`config.mk`:
```
export PLATFORM = sky130hd
export DESIGN_NAME = oled_spi_driver
export DESIGN_NICKNAME = d
export VERILOG_FILES = /design/src/rtl/oled_spi_driver.sv
export SDC_FILE = /design/constraint.sdc
export NUM_CORES = 1
export LEC_CHECK = 0
export CORE_MARGIN = 1.5
export CORE_UTILIZATION = 45
export CTS_CLUSTER_SIZE = 12
export DETAILED_ROUTE_END_ITERATION = 12
export GPL_ROUTABILITY_DRIVEN = 0
export PLACE_DENSITY = 0.61
export SLEW_MARGIN = 20
export SYNTH_ARGS = -nofsm -noshare
export SYNTH_HDL_FRONTEND = slang
export SYNTH_SLANG_ARGS = --single-unit
```
`constraint.sdc`:
```
create_clock -name clk -period 2.7 [get_ports clk]
set_input_delay 0.81 -clock clk [delete_from_list [all_inputs] [get_ports clk]]
set_output_delay 0.81 -clock clk [all_outputs]
set_load 0.02 [all_outputs]
```
`src/rtl/oled_spi_driver.sv`:
```
// SSD1306 128x64 driver over 4-wire SPI: hardware reset, fixed init sequence,
// then continuous frame refresh (address preamble + page-ordered frame bytes).
module oled_spi_driver #(
   parameter int unsigned CLK_DIV      = 4,
   parameter int unsigned RESET_CYCLES = 1000,
   parameter int unsigned FRAME_BYTES  = 1024
) (
   input  logic       clk,
   input  logic       rst_n,
   input  logic [7:0] data_in,
   output logic [9:0] byte_counter,
   output logic       frame_start,
   output logic       busy_init,
   output logic       oled_sclk,
   output logic       oled_mosi,
   output logic       oled_dc,
   output logic       oled_cs_n,
   output logic       oled_res_n
);

   localparam int unsigned DIV_W  = (CLK_DIV > 1) ? $clog2(CLK_DIV) : 1;
   localparam int unsigned WAIT_W = (RESET_CYCLES > 1) ? $clog2(RESET_CYCLES) : 1;
   localparam logic [DIV_W-1:0]  DIV_LAST  = DIV_W'(CLK_DIV - 1);
   localparam logic [WAIT_W-1:0] WAIT_LAST = WAIT_W'(RESET_CYCLES - 1);
   localparam logic [9:0]        LAST_BYTE = 10'(FRAME_BYTES - 1);
   localparam logic [4:0]        INIT_LAST = 5'd24;
   localparam logic [4:0]        ADDR_LAST = 5'd5;

   typedef enum logic [2:0] {RST_HOLD, RST_WAIT, INIT, ADDR, DATA} state_t;
   typedef enum logic [1:0] {LOAD0, LOAD1, SHIFT} phase_t;

   state_t              state, next_state;
   phase_t              phase;
   logic [DIV_W-1:0]    div_cnt;
   logic [WAIT_W-1:0]   wait_cnt;
   logic [2:0]          bit_cnt;
   logic [4:0]          cmd_idx;
   logic [7:0]          shreg;
   logic [7:0]          rom_byte;
   logic                byte_done;
   logic                rst_active;

   function automatic logic [7:0] init_rom(input logic [4:0] i);
      case (i)
         5'd0:  init_rom = 8'hAE;
         5'd1:  init_rom = 8'hD5;
         5'd2:  init_rom = 8'h80;
         5'd3:  init_rom = 8'hA8;
         5'd4:  init_rom = 8'h3F;
         5'd5:  init_rom = 8'hD3;
         5'd6:  init_rom = 8'h00;
         5'd7:  init_rom = 8'h40;
         5'd8:  init_rom = 8'h8D;
         5'd9:  init_rom = 8'h14;
         5'd10: init_rom = 8'h20;
         5'd11: init_rom = 8'h00;
         5'd12: init_rom = 8'hA1;
         5'd13: init_rom = 8'hC8;
         5'd14: init_rom = 8'hDA;
         5'd15: init_rom = 8'h12;
         5'd16: init_rom = 8'h81;
         5'd17: init_rom = 8'hCF;
         5'd18: init_rom = 8'hD9;
         5'd19: init_rom = 8'hF1;
         5'd20: init_rom = 8'hDB;
         5'd21: init_rom = 8'h40;
         5'd22: init_rom = 8'hA4;
         5'd23: init_rom = 8'hA6;
         5'd24: init_rom = 8'hAF;
         default: init_rom = 8'h00;
      endcase
   endfunction

   // Column window 0..127, page window 0..7.
   function automatic logic [7:0] addr_rom(input logic [4:0] i);
      case (i)
         5'd0: addr_rom = 8'h21;
         5'd1: addr_rom = 8'h00;
         5'd2: addr_rom = 8'h7F;
         5'd3: addr_rom = 8'h22;
         5'd4: addr_rom = 8'h00;
         5'd5: addr_rom = 8'h07;
         default: addr_rom = 8'h00;
      endcase
   endfunction

   assign rst_active = (state == RST_HOLD) || (state == RST_WAIT);
   assign byte_done  = (phase == SHIFT) && oled_sclk && (div_cnt == DIV_LAST) && (bit_cnt == 3'd7);
   assign rom_byte   = (state == ADDR) ? addr_rom(cmd_idx) : init_rom(cmd_idx);
   assign oled_mosi  = shreg[7];

   always_ff @(posedge clk or negedge rst_n) begin
      if (!rst_n) state <= RST_HOLD;
      else        state <= next_state;
   end

   always_comb begin
      next_state = state;
      case (state)
         RST_HOLD: if (wait_cnt == WAIT_LAST) next_state = RST_WAIT;
         RST_WAIT: if (wait_cnt == WAIT_LAST) next_state = INIT;
         INIT:     if (byte_done && cmd_idx == INIT_LAST) next_state = ADDR;
         ADDR:     if (byte_done && cmd_idx == ADDR_LAST) next_state = DATA;
         DATA:     if (byte_done && byte_counter == LAST_BYTE) next_state = ADDR;
         default:  next_state = RST_HOLD;
      endcase
   end

   always_comb begin
      busy_init  = rst_active || (state == INIT);
      oled_res_n = (state != RST_HOLD);
      oled_cs_n  = rst_active;
   end

   always_ff @(posedge clk or negedge rst_n) begin
      if (!rst_n) wait_cnt <= '0;
      else if (rst_active && state == next_state) wait_cnt <= wait_cnt + 1'b1;
      else wait_cnt <= '0;
   end

   // byte_counter is updated on the edge entering LOAD0 so the source sees the
   // address during LOAD0 and its registered data_in is ready for LOAD1.
   always_ff @(posedge clk or negedge rst_n) begin
      if (!rst_n) begin
         phase        <= LOAD0;
         div_cnt      <= '0;
         bit_cnt      <= '0;
         cmd_idx      <= '0;
         shreg        <= '0;
         byte_counter <= '0;
         frame_start  <= 1'b0;
         oled_sclk    <= 1'b0;
         oled_dc      <= 1'b0;
      end else begin
         frame_start <= 1'b0;
         if (rst_active) begin
            phase        <= LOAD0;
            div_cnt      <= '0;
            bit_cnt      <= '0;
            cmd_idx      <= '0;
            byte_counter <= '0;
            oled_sclk    <= 1'b0;
         end else begin
            case (phase)
               LOAD0: begin
                  oled_dc     <= (state == DATA);
                  frame_start <= (state == DATA) && (byte_counter == '0);
                  phase       <= LOAD1;
               end
               LOAD1: begin
                  shreg   <= (state == DATA) ? data_in : rom_byte;
                  div_cnt <= '0;
                  bit_cnt <= '0;
                  phase   <= SHIFT;
               end
               SHIFT: begin
                  if (div_cnt == DIV_LAST) begin
                     div_cnt   <= '0;
                     oled_sclk <= ~oled_sclk;
                     if (oled_sclk) begin
                        shreg   <= {shreg[6:0], 1'b0};
                        bit_cnt <= bit_cnt + 3'd1;
                        if (bit_cnt == 3'd7) begin
                           phase <= LOAD0;
                           if (next_state != state) begin
                              cmd_idx      <= '0;
                              byte_counter <= '0;
                           end else if (state == DATA) begin
                              byte_counter <= byte_counter + 10'd1;
                           end else begin
                              cmd_idx <= cmd_idx + 5'd1;
                           end
                        end
                     end
                  end else begin
                     div_cnt <= div_cnt + 1'b1;
                  end
               end
               default: phase <= LOAD0;
            endcase
         end
      end
   end

endmodule

```
; ---- Yosys cells after proc, flatten, opt, wreduce, memory -nomap -nowiden
; Memories as Yosys holds them, arrays and structs flattened.
; Cells that the tools add are included.
[classes]
mux = 44
mul = 0
n_shift = 0
addsub = 5
n_reduce_logical = 29
eq_ne = 22
div = 0
order_cmp = 0
bitwise_logic = 2
[ops]
columns = operator, count
row1 = two-way mux 10 bit, 8
row2 = two-way mux 5 bit, 7
row3 = two-way mux 8 bit, 4
row4 = one-hot mux 7 bit (4 select lines), 1
row5 = two-way mux 3 bit, 8
row6 = "adder 10 x 1 -> 10 bit, second input constant", 2
row7 = "== test 10 bit, second input constant", 2
row8 = one-hot mux 8 bit (2 select lines), 1
row9 = one-hot mux 3 bit (5 select lines), 1
row10 = two-way mux 2 bit, 6
row11 = "== test 5 x 2 -> 1 bit, second input constant", 2
row12 = zero test 10 bit, 1
row13 = AND reduction 5 bit, 2
row14 = nonzero test 2 bit, 5
row15 = "!= test 3 x 2 -> 1 bit, second input constant", 3
row16 = nonzero test 3 bit, 3
row17 = logical AND 1 bit, 8
row18 = "== test 3 x 2 -> 1 bit, second input constant", 2
row19 = "== test 3 bit, second input constant", 2
row20 = one-hot mux 2 bit (3 select lines), 1
row21 = one-hot mux 3 bit (2 select lines), 1
row22 = AND reduction 3 bit, 2
row23 = "adder 5 x 1 -> 5 bit, second input constant", 1
row24 = "== test 5 x 3 -> 1 bit, second input constant", 1
row25 = 20 further kinds, 28
[word_totals]
output_inout_bits = 17
latchBits = 0
n_memories = 1
input_bits = 10
ram_bits = 0
wordCells = 114
rom_bits = 256
reg_bits = 46
[memory_table]
columns = memory, depth, width, rd, rd_clocked_by_memory_dff, wr, line
row1 = (name not given), 32, 8, 1, 0, 0, 44  ; case (i)

; ---- Depth between registers and ports, before layout
; Gate-level depths: netlist of the first run.
[logic_depth]
word_depth = 14
depth_mapped = 10
ltp_nobuf = 7

; ---- Worst setup path before layout of the first run
; OpenSTA, ideal clock, no wires.
[synth_path]
path_type = register -> register
startpoint = register cmd_idx[1]
endpoint = register byte_counter[1]
slack_ns = 0.453
setup_time_ns = 0.092
stages_incl_launch_ff = 11
period_less_slack_ns = 2.247
t_arrival_ns = 2.155
path_buffers = 3
t_required_ns = 2.608
path_cell_list = dfrtp_1 -> clkbuf_1 -> inv_1 -> ha_1 -> buf_4 -> nand2_1 -> nor4_1 -> a311oi_2 -> a21oi_2 -> buf_2 -> o31ai_2
[synth_via]
elab_chain_cells = 11
word_cells_on_any_way = 16
cone_classes = eq/ne: 3 / mux: 9 / reduce/logical: 4
[synth_lines]
columns = item, line
row1 = from (decl), 37  ; logic [4:0] cmd_idx;
row2 = from (signal assigned), 171  ; cmd_idx <= cmd_idx + 5'd1;
row3 = == test 5 x 3 -> 1 bit or == test 5 bit (tied branches), "103, 102"
row4 = "logical AND 1 bit, on equally long branches", "103, 102"
row5 = "two-way mux 3 bit, on equally long branches", "103, 102"
row6 = one-hot mux 3 bit (5 select lines) *, 99  ; case (state)
row7 = != test 3 bit *, 165  ; if (next_state != state) begin
row8 = two-way mux 10 bit, 165
row9 = two-way mux 10 bit, 163  ; if (bit_cnt == 3'd7) begin
row10 = two-way mux 10 bit, 160  ; if (oled_sclk) begin
row11 = two-way mux 10 bit, 157  ; if (div_cnt == DIV_LAST) begin
row12 = two-way mux 10 bit, 144  ; case (phase)
row13 = two-way mux 10 bit, 136  ; if (rst_active) begin
row14 = to (signal assigned), 169  ; byte_counter <= byte_counter + 10'd1;
row15 = to (decl), 11  ; output logic [9:0] byte_counter,
; Mark *: on every way between the ends. The rest lies on a longest branch, timed or not. The select of a mux whose other input is x is not followed.
; A chain may end at the register's enable or synchronous reset.

; ---- Worst setup path in the final report of the first run
[layout_path]
startpoint = register state[0]
endpoint = output oled_res_n
[layout_via]
elab_chain_cells = 1
[layout_lines]
columns = item, line
row1 = from (decl), 32  ; state_t state, next_state;
row2 = from (signal assigned), 94  ; else state <= next_state;
row3 = nonzero test 3 bit, 111  ; oled_res_n = (state != RST_HOLD);
row4 = to (decl), 18  ; output logic oled_res_n
; Every way passes these cells.

==> results.txt, run 1 <==
Synth Warn # = 0
Fmax achieved = 390 MHz
# diodes = 0
CP Capture Type = output port
worst hold-check path type = primary input to async pin
main flop type after synthesis = dfrtp_1
setup bufs post-CTS = 0
Overflow after GRT = 0
first-pass GRT wire length = 13.2 mm
FFs w/ async S/R, synth = 1.00
skew final = 0.00539 ns
largest net degree at the start of global routing = 32
CTS tree = built
VDD IR max = 0.200 mV
Pre-Repair DR Iteration Count = 4
die width = 87.6 um
final instance area = 0.00371 mm^2
final setup fails = 0
vias in the first global route = 2672
Max stage delay on crit path = 0.61 ns
setup TNS = 0 ns
status = finished clean
Post-Syn Nets = 395
clock buffer depth = 2
Yosys top cell area share = 0.357
critical path peak fanout = 9
Final period util = 0.950
Final WS setup = 0.135 ns
slowest cell on the critical path = clkdlybuf4s50_1
EDFF count, synth = 0
Starting Density = 0.469
Post-DP Area = 0.00362 mm^2
Max transition margin = 0.537
crit path cell chain = clkinv_1 -> nand2_1 -> clkdlybuf4s50_1
Total Power Consumption = 1150 uW
post-synthesis area per instance = 8.59 um^2
detailed router's first-iteration violation count = 198
DRT antenna net count = 0
total wire length = 7.92 mm
startpoint types = register
DP Wirelength = 5.80 mm
core area = 0.00687 mm^2
initial antenna violation count = 0
distinct cell type count after synthesis = 69
static leakage = 0.00148 uW
Num CTS Buffers = 5
total die area = 0.00768 mm^2
area leader, netlist = dfrtp_1
clock-pin slew on the worst setup and hold paths = 0.09 ns
CTS resizes = 0
die height = 87.6 um
Synth-to-Final Area Change = 15.3%
Layout Nets = 426
WHS = 0.428 ns
unrepaired setup endpoints after global routing = false
Mapped Area = 0.00322 mm^2
Power Density = 309 mW/mm^2
root cell of the clock tree = clkbuf_8
Yosys reg bits = 46
Worst-Margin Slew = 0.694 ns
Max Slew Vio Count = 0
H-tree depth = 2
I/O pin total = 27
DR vias/cell = 5.68
top cells by area, synth = dfrtp_1, nand2_1, ha_1
Cell Rows = 30
drt wl/cell = 15.7 um
Synth Instances = 375
port buffer count = 26
DP Worst Slack = 0.258 ns
total of max-cap violations = 0
CP Class = register to output port
sequential element share of the synthesized area = 0.357
Vias = 2859
share of post-route cells with drive strength above 1 = 0.125
hold_buf cts = 0
total track usage = 0.220
Crit path required time = 1.89 ns
min Tclk post-route = 2.57 ns
# clock sinks = 46
drc violations = 0
crit path DAT = 1.76 ns
clk_lat worst skew = 0.30 ns
final hold vios = 0
report_power, final:
group          switching (uW)  internal (uW)
Sequential                  0            688
Clock                     248            183
Combinational            16.4           12.6
Total                     264            884
cells in the mapped netlist, drive strengths merged, types with 3 or more instances:
cell and instances:
nand2 42, or3 5, nor4 7, nand4b 3
xor2 5, a31oi 5, and2 4, or2 4
a21oi 21, and3 6, a21o 3, a22oi 9
mux2i 4, dfrtp 46, o221ai 5, inv 15
a211oi 4, xnor2 6, o21ai 32, nand2b 6
nor2b 8, o21a 3, mux2 4, nand3 12
buf 14, a32oi 3, nor3 12, nor2 31
ha 10, a221oi 3, o31ai 6, clkbuf 7
state kept, by name (all words and copies together), names as in the netlist:
register	count
wait_cnt	10
cmd_idx	5
phase	2
shreg	8
frame_start	1
oled_sclk	1
bit_cnt	3
state	3
byte_counter	10
div_cnt	2
oled_dc	1
cells in the final DEF (no fill, tap or decap), types with 8 or more instances in the layout:
cell and n:
dfrtp_1 46, nand2_1 41, nor2_1 30, clkdlybuf4s50_1 25, o21ai_0 23, a21oi_1 20, buf_4 19, inv_1 15
nand3_1 11, nor3_1 11, ha_1 10, o21ai_1 9, nor2b_1 8, a22oi_1 8
path summary, 6_finish.rpt:
kind / startpoint / end / slack [ns] / cells past startpoint
setup / recovery: state[0] / oled_res_n / 0.13 / 3
hold / removal: rst_n / phase[1] / 0.43 / 1
setup reg to reg: bit_cnt[0] / byte_counter[2] / 0.27 / 7
hold reg to reg: shreg[0] / shreg[0] / 0.48 / 2
max in group asynchronous: rst_n / cmd_idx[3] / 1.67 / 2
min in group clk: shreg[0] / shreg[0] / 0.48 / 2
critical path, delay by kind of cell (launching register included):
kind	cells	cell delay (ns)
buf+inv	2	0.90
flops	1	0.38
simple gates	1	0.18
metal layers:
layer  up-vias  global-route usage  wire length [um]  share of wire
met5         -                   0                 0              0
met2        69               0.328              3520           0.44
met3         9              0.0358               361          0.046
li1       1430                   -                 -              -
met1      1351               0.327              3930           0.50
met4         0              0.0678               112          0.014
final cells by class:
class,instances,area [um^2]
multi-input combinational,292,1900
clock inverter,2,13.8
timing repair buffer,45,398
sequential,46,1150
fill,678,3150
clock buffer,6,72.6
tap,96,120
inverter,16,60.1
per-stage QoR:
stage | utilization | std cells
after global routing | 0.541 | 503
after global placement | 0.528 | 495
after CTS | 0.540 | 503
final | 0.541 | 503
after floorplan | - | 375
after detailed placement | 0.528 | 495
cells by family (layout without fill, tap and decap cells):
family | Yosys count | count (layout) | synth area share
AO/OA/AOI/OAI | 109 | 109 | 0.233
XOR/XNOR | 11 | 11 | 0.0299
adder cells (fa/ha/maj) | 11 | 11 | 0.0419
buffers and inverters | 37 | 69 | 0.0548
flip-flops | 46 | 46 | 0.357
multiplexers | 9 | 9 | 0.0334
AND/OR/NAND/NOR | 152 | 152 | 0.250
No activity file was read; power rests on OpenSTA's default activity.
==> run 2: changes to the inputs <==
- ABC_AREA: not set -> 1
- CORE_ASPECT_RATIO: not set -> 1.5
- PLACE_DENSITY: 0.61 -> 0.62
==> results.txt, run 2 <==
first-pass GRT wire length = 12.3 mm (-7.3%)
FFs w/ async S/R, synth = 1.00 (unchanged)
total track usage = 0.203 (-0.0167)
crit path cell chain = nor2_4 -> inv_1 -> nand2_1 -> clkdlybuf4s50_1
Net Sw Frac = 0.210 (-0.0198)
Worst Reg-to-Reg Cells = 14 (+7)
clock-pin slew on the worst setup and hold paths = 0.09 ns (about the same)
Power Density = 355 mW/mm^2 (+15%)
most frequent cells in the layout = nand2_1, nor2_1, dfrtp_1
Synth Warn # = 0 (unchanged)
clock share of power = 0.422 (+0.047)
final hold vios = 0 (unchanged)
flop-to-flop setup slack = 0.32 ns (+0.05 ns)
top cell family by delay on the critical path = buffers and inverters
Num CTS Buffers = 5 (unchanged)
status = finished clean
hold path depth = 1
WHS = 0.464 ns (+0.0365 ns)
clk_lat worst skew = 0.30 ns (about the same)
top cells by area, synth = dfrtp_1, nand2_1, nor2_1
die width = 70.0 um (-20%)
worst path bufs/invs = 2 (unchanged)
Max stage delay on crit path = 0.59 ns (-0.02 ns)
skew final = 0.00506 ns (-0.000328 ns)
count leader, synth = nand2_1
distinct cell type count after synthesis = 39 (-43%)
post-synthesis area per instance = 7.22 um^2 (-16%)
DRT antenna net count = 0 (unchanged)
# diodes = 0 (unchanged)
worst hold endpoint = wait_cnt[0]
critical path depth = 4 (+1)
Final WS setup = 0.126 ns (-0.00905 ns)
total of max-cap violations = 0 (unchanged)
vias in the first global route = 2773 (+3.8%)
CP Class = register to output port
total wire length = 6.78 mm (-14%)
Max Slew Vio Count = 0 (unchanged)
DP Wirelength = 5.15 mm (-11%)
Starting Density = 0.467 (-0.00163)
final instance area = 0.00348 mm^2 (-6.3%)
drc violations = 0 (unchanged)
Yosys top cell area share = 0.380 (+0.0224)
Total Power Consumption = 1240 uW (+7.8%)
DR vias/cell = 5.29 (-6.9%)
Fmax achieved = 388 MHz (-0.35%)
Synth Instances = 420 (+12%)
number of fill cells = 664 (-2.1%)
Comb power frac = 0.021 (-0.004)
setup TNS = 0 ns (unchanged)
Hold Startpoint = wait_cnt[0]
CP Capture Type = output port
Post-DP Area = 0.00336 mm^2 (-7.1%)
Mapped Area = 0.00303 mm^2 (-5.9%)
Max transition margin = 0.607 (+0.0696)
sequential element share of the synthesized area = 0.380 (+0.0224)
final setup fails = 0 (unchanged)
Worst-Margin Slew = 0.590 ns (-0.104 ns)
min Tclk post-route = 2.57 ns (+0.00905 ns)
core area = 0.00649 mm^2 (-5.6%)
worst hold-check path type = register to register
static leakage = 0.00167 uW (+12%)
Switching Power = 260 uW (-1.5%)
Pre-Repair DR Iteration Count = 4 (unchanged)
Top Registers = byte_counter (10), wait_cnt (10), shreg (8)
Int Pwr = 977 uW (+11%)
DP Worst Slack = 0.353 ns (+0.0946 ns)
reg2reg start = bit_cnt[0]
setup bufs post-CTS = 0 (unchanged)
Yosys reg bits = 46 (unchanged)
list of most frequent post-synthesis cells = nand2_1, nor2_1, dfrtp_1
Layout Nets = 470 (+10%)
slowest cell on the critical path = clkdlybuf4s50_1
initial antenna violation count = 0 (unchanged)
largest net degree at the start of global routing = 47 (+47%)
CTS tree = built
most common cell after layout, fill and taps aside = nand2_1
die height = 104 um (+18%)
startpoint types = register
H-tree depth = 2 (unchanged)
I/O pin total = 27 (unchanged)
critical path peak fanout = 9 (unchanged)
clock buffer depth = 2 (unchanged)
Final period util = 0.953 (+0.00335)
EDFF count, synth = 0 (unchanged)
root cell of the clock tree = clkbuf_8
Post-Syn Nets = 440 (+11%)
Cell Rows = 36 (+20%)
# clock sinks = 46 (unchanged)
sequential power share = 0.556 (-0.043)
Crit path required time = 1.89 ns (about the same)
FF-to-FF End = cmd_idx[2]
unrepaired setup endpoints after global routing = false
Synth-to-Final Area Change = 14.9%
drt wl/cell = 12.9 um (-18%)
detailed router's first-iteration violation count = 129 (-35%)
VDD IR max = 0.232 mV (+16%)
total die area = 0.00725 mm^2 (-5.6%)
Vias = 2790 (-2.4%)
crit path DAT = 1.76 ns (about the same)
port buffer count = 26 (unchanged)
area leader, netlist = dfrtp_1
share of post-route cells with drive strength above 1 = 0.0976 (-0.0277)
main flop type after synthesis = dfrtp_1
Overflow after GRT = 0 (unchanged)
-- run 2: cell count changes in the layout (fill, tap and decap cells not counted), moves of 8 or more --
cell     before  now
nand2_1      41  126
inv_1        15   42
nand3_1      11   29
nor2_1       30   47
buf_4        19    5
a22oi_1       8    0
nor2b_1       8    0
o21ai_1       9    1
-- run 2: power groups by stage --
| stage | logic [uW] | registers (uW) | clock network, uW |
|---|---|---|---|
| 2_1_floorplan | 0.0540 | 702 | 0 |
| 3_3_place_gp | 28.1 | 702 | 0 |
| 3_5_place_dp | 28.2 | 702 | 0 |
| 4_1_cts | 28.1 | 688 | 540 |
| 5_1_grt | 31.2 | 688 | 567 |
| 6_report | 26.4 | 688 | 523 |
-- run 2: stage by stage --
stage | utilization | instances
after floorplan | - | 420
after global placement | 0.519 | 519
after detailed placement | 0.519 | 519
after CTS | 0.536 | 527
after global routing | 0.537 | 527
final | 0.537 | 527
-- run 2: cells by family (layout without fill, tap and decap cells) --
family | after synthesis | after routing | synth area share
buffers and inverters | 56 | 87 | 0.0784
XOR/XNOR | 11 | 11 | 0.0318
flip-flops | 46 | 46 | 0.380
adder cells (fa/ha/maj) | 10 | 10 | 0.0413
AO/OA/AOI/OAI | 61 | 61 | 0.117
AND/OR/NAND/NOR | 236 | 236 | 0.352
-- run 2: worst register-to-register path: cells and delay by family, from the launching register on --
| family | cells | cell delay, ns |
|---|---|---|
| flip-flops | 1 | 0.39 |
| buffers and inverters | 2 | 0.34 |
| adder cells (fa/ha/maj) | 2 | 0.32 |
| AND/OR/NAND/NOR | 10 | 1.29 |
-- run 2: routing by layer --
layer / routed length, um / vias to the layer above / global-route usage
li1: - / 1422 / -
met1: 2960 / 1302 / 0.254
met2: 3490 / 53 / 0.356
met5: 0 / - / 0
met3: 178 / 13 / 0.0224
met4: 159 / 0 / 0.0742
-- run 2: how the worst max path moves through the flow --
| stage | from | to | slack (ns) |
|---|---|---|---|
| after floorplan | state[1] | busy_init | 0.70 |
| after global placement | state[1] | busy_init | 0.38 |
| after detailed placement | state[1] | busy_init | 0.35 |
| after CTS | state[1] | busy_init | 0.006 |
| after global routing | state[1] | busy_init | 0.02 |
| final | state[1] | busy_init | 0.13 |
-- run 2: area by class of cell --
| type | instances | area [um^2] | area share |
|---|---|---|---|
| multi-input combinational | 318 | 1650 | 0.473 |
| sequential | 46 | 1150 | 0.331 |
| timing repair buffer | 31 | 293 | 0.0841 |
| inverter | 48 | 183 | 0.0525 |
| tap | 76 | 95.1 | 0.0273 |
| clock buffer | 5 | 68.8 | 0.0198 |
| clock inverter | 3 | 43.8 | 0.0126 |
-- run 2: repair_timing --
item                                    4_1_cts  5_1_grt
hold buffers                                  0        0
endpoints found under the setup margin        0        2
resized for setup                             0        1
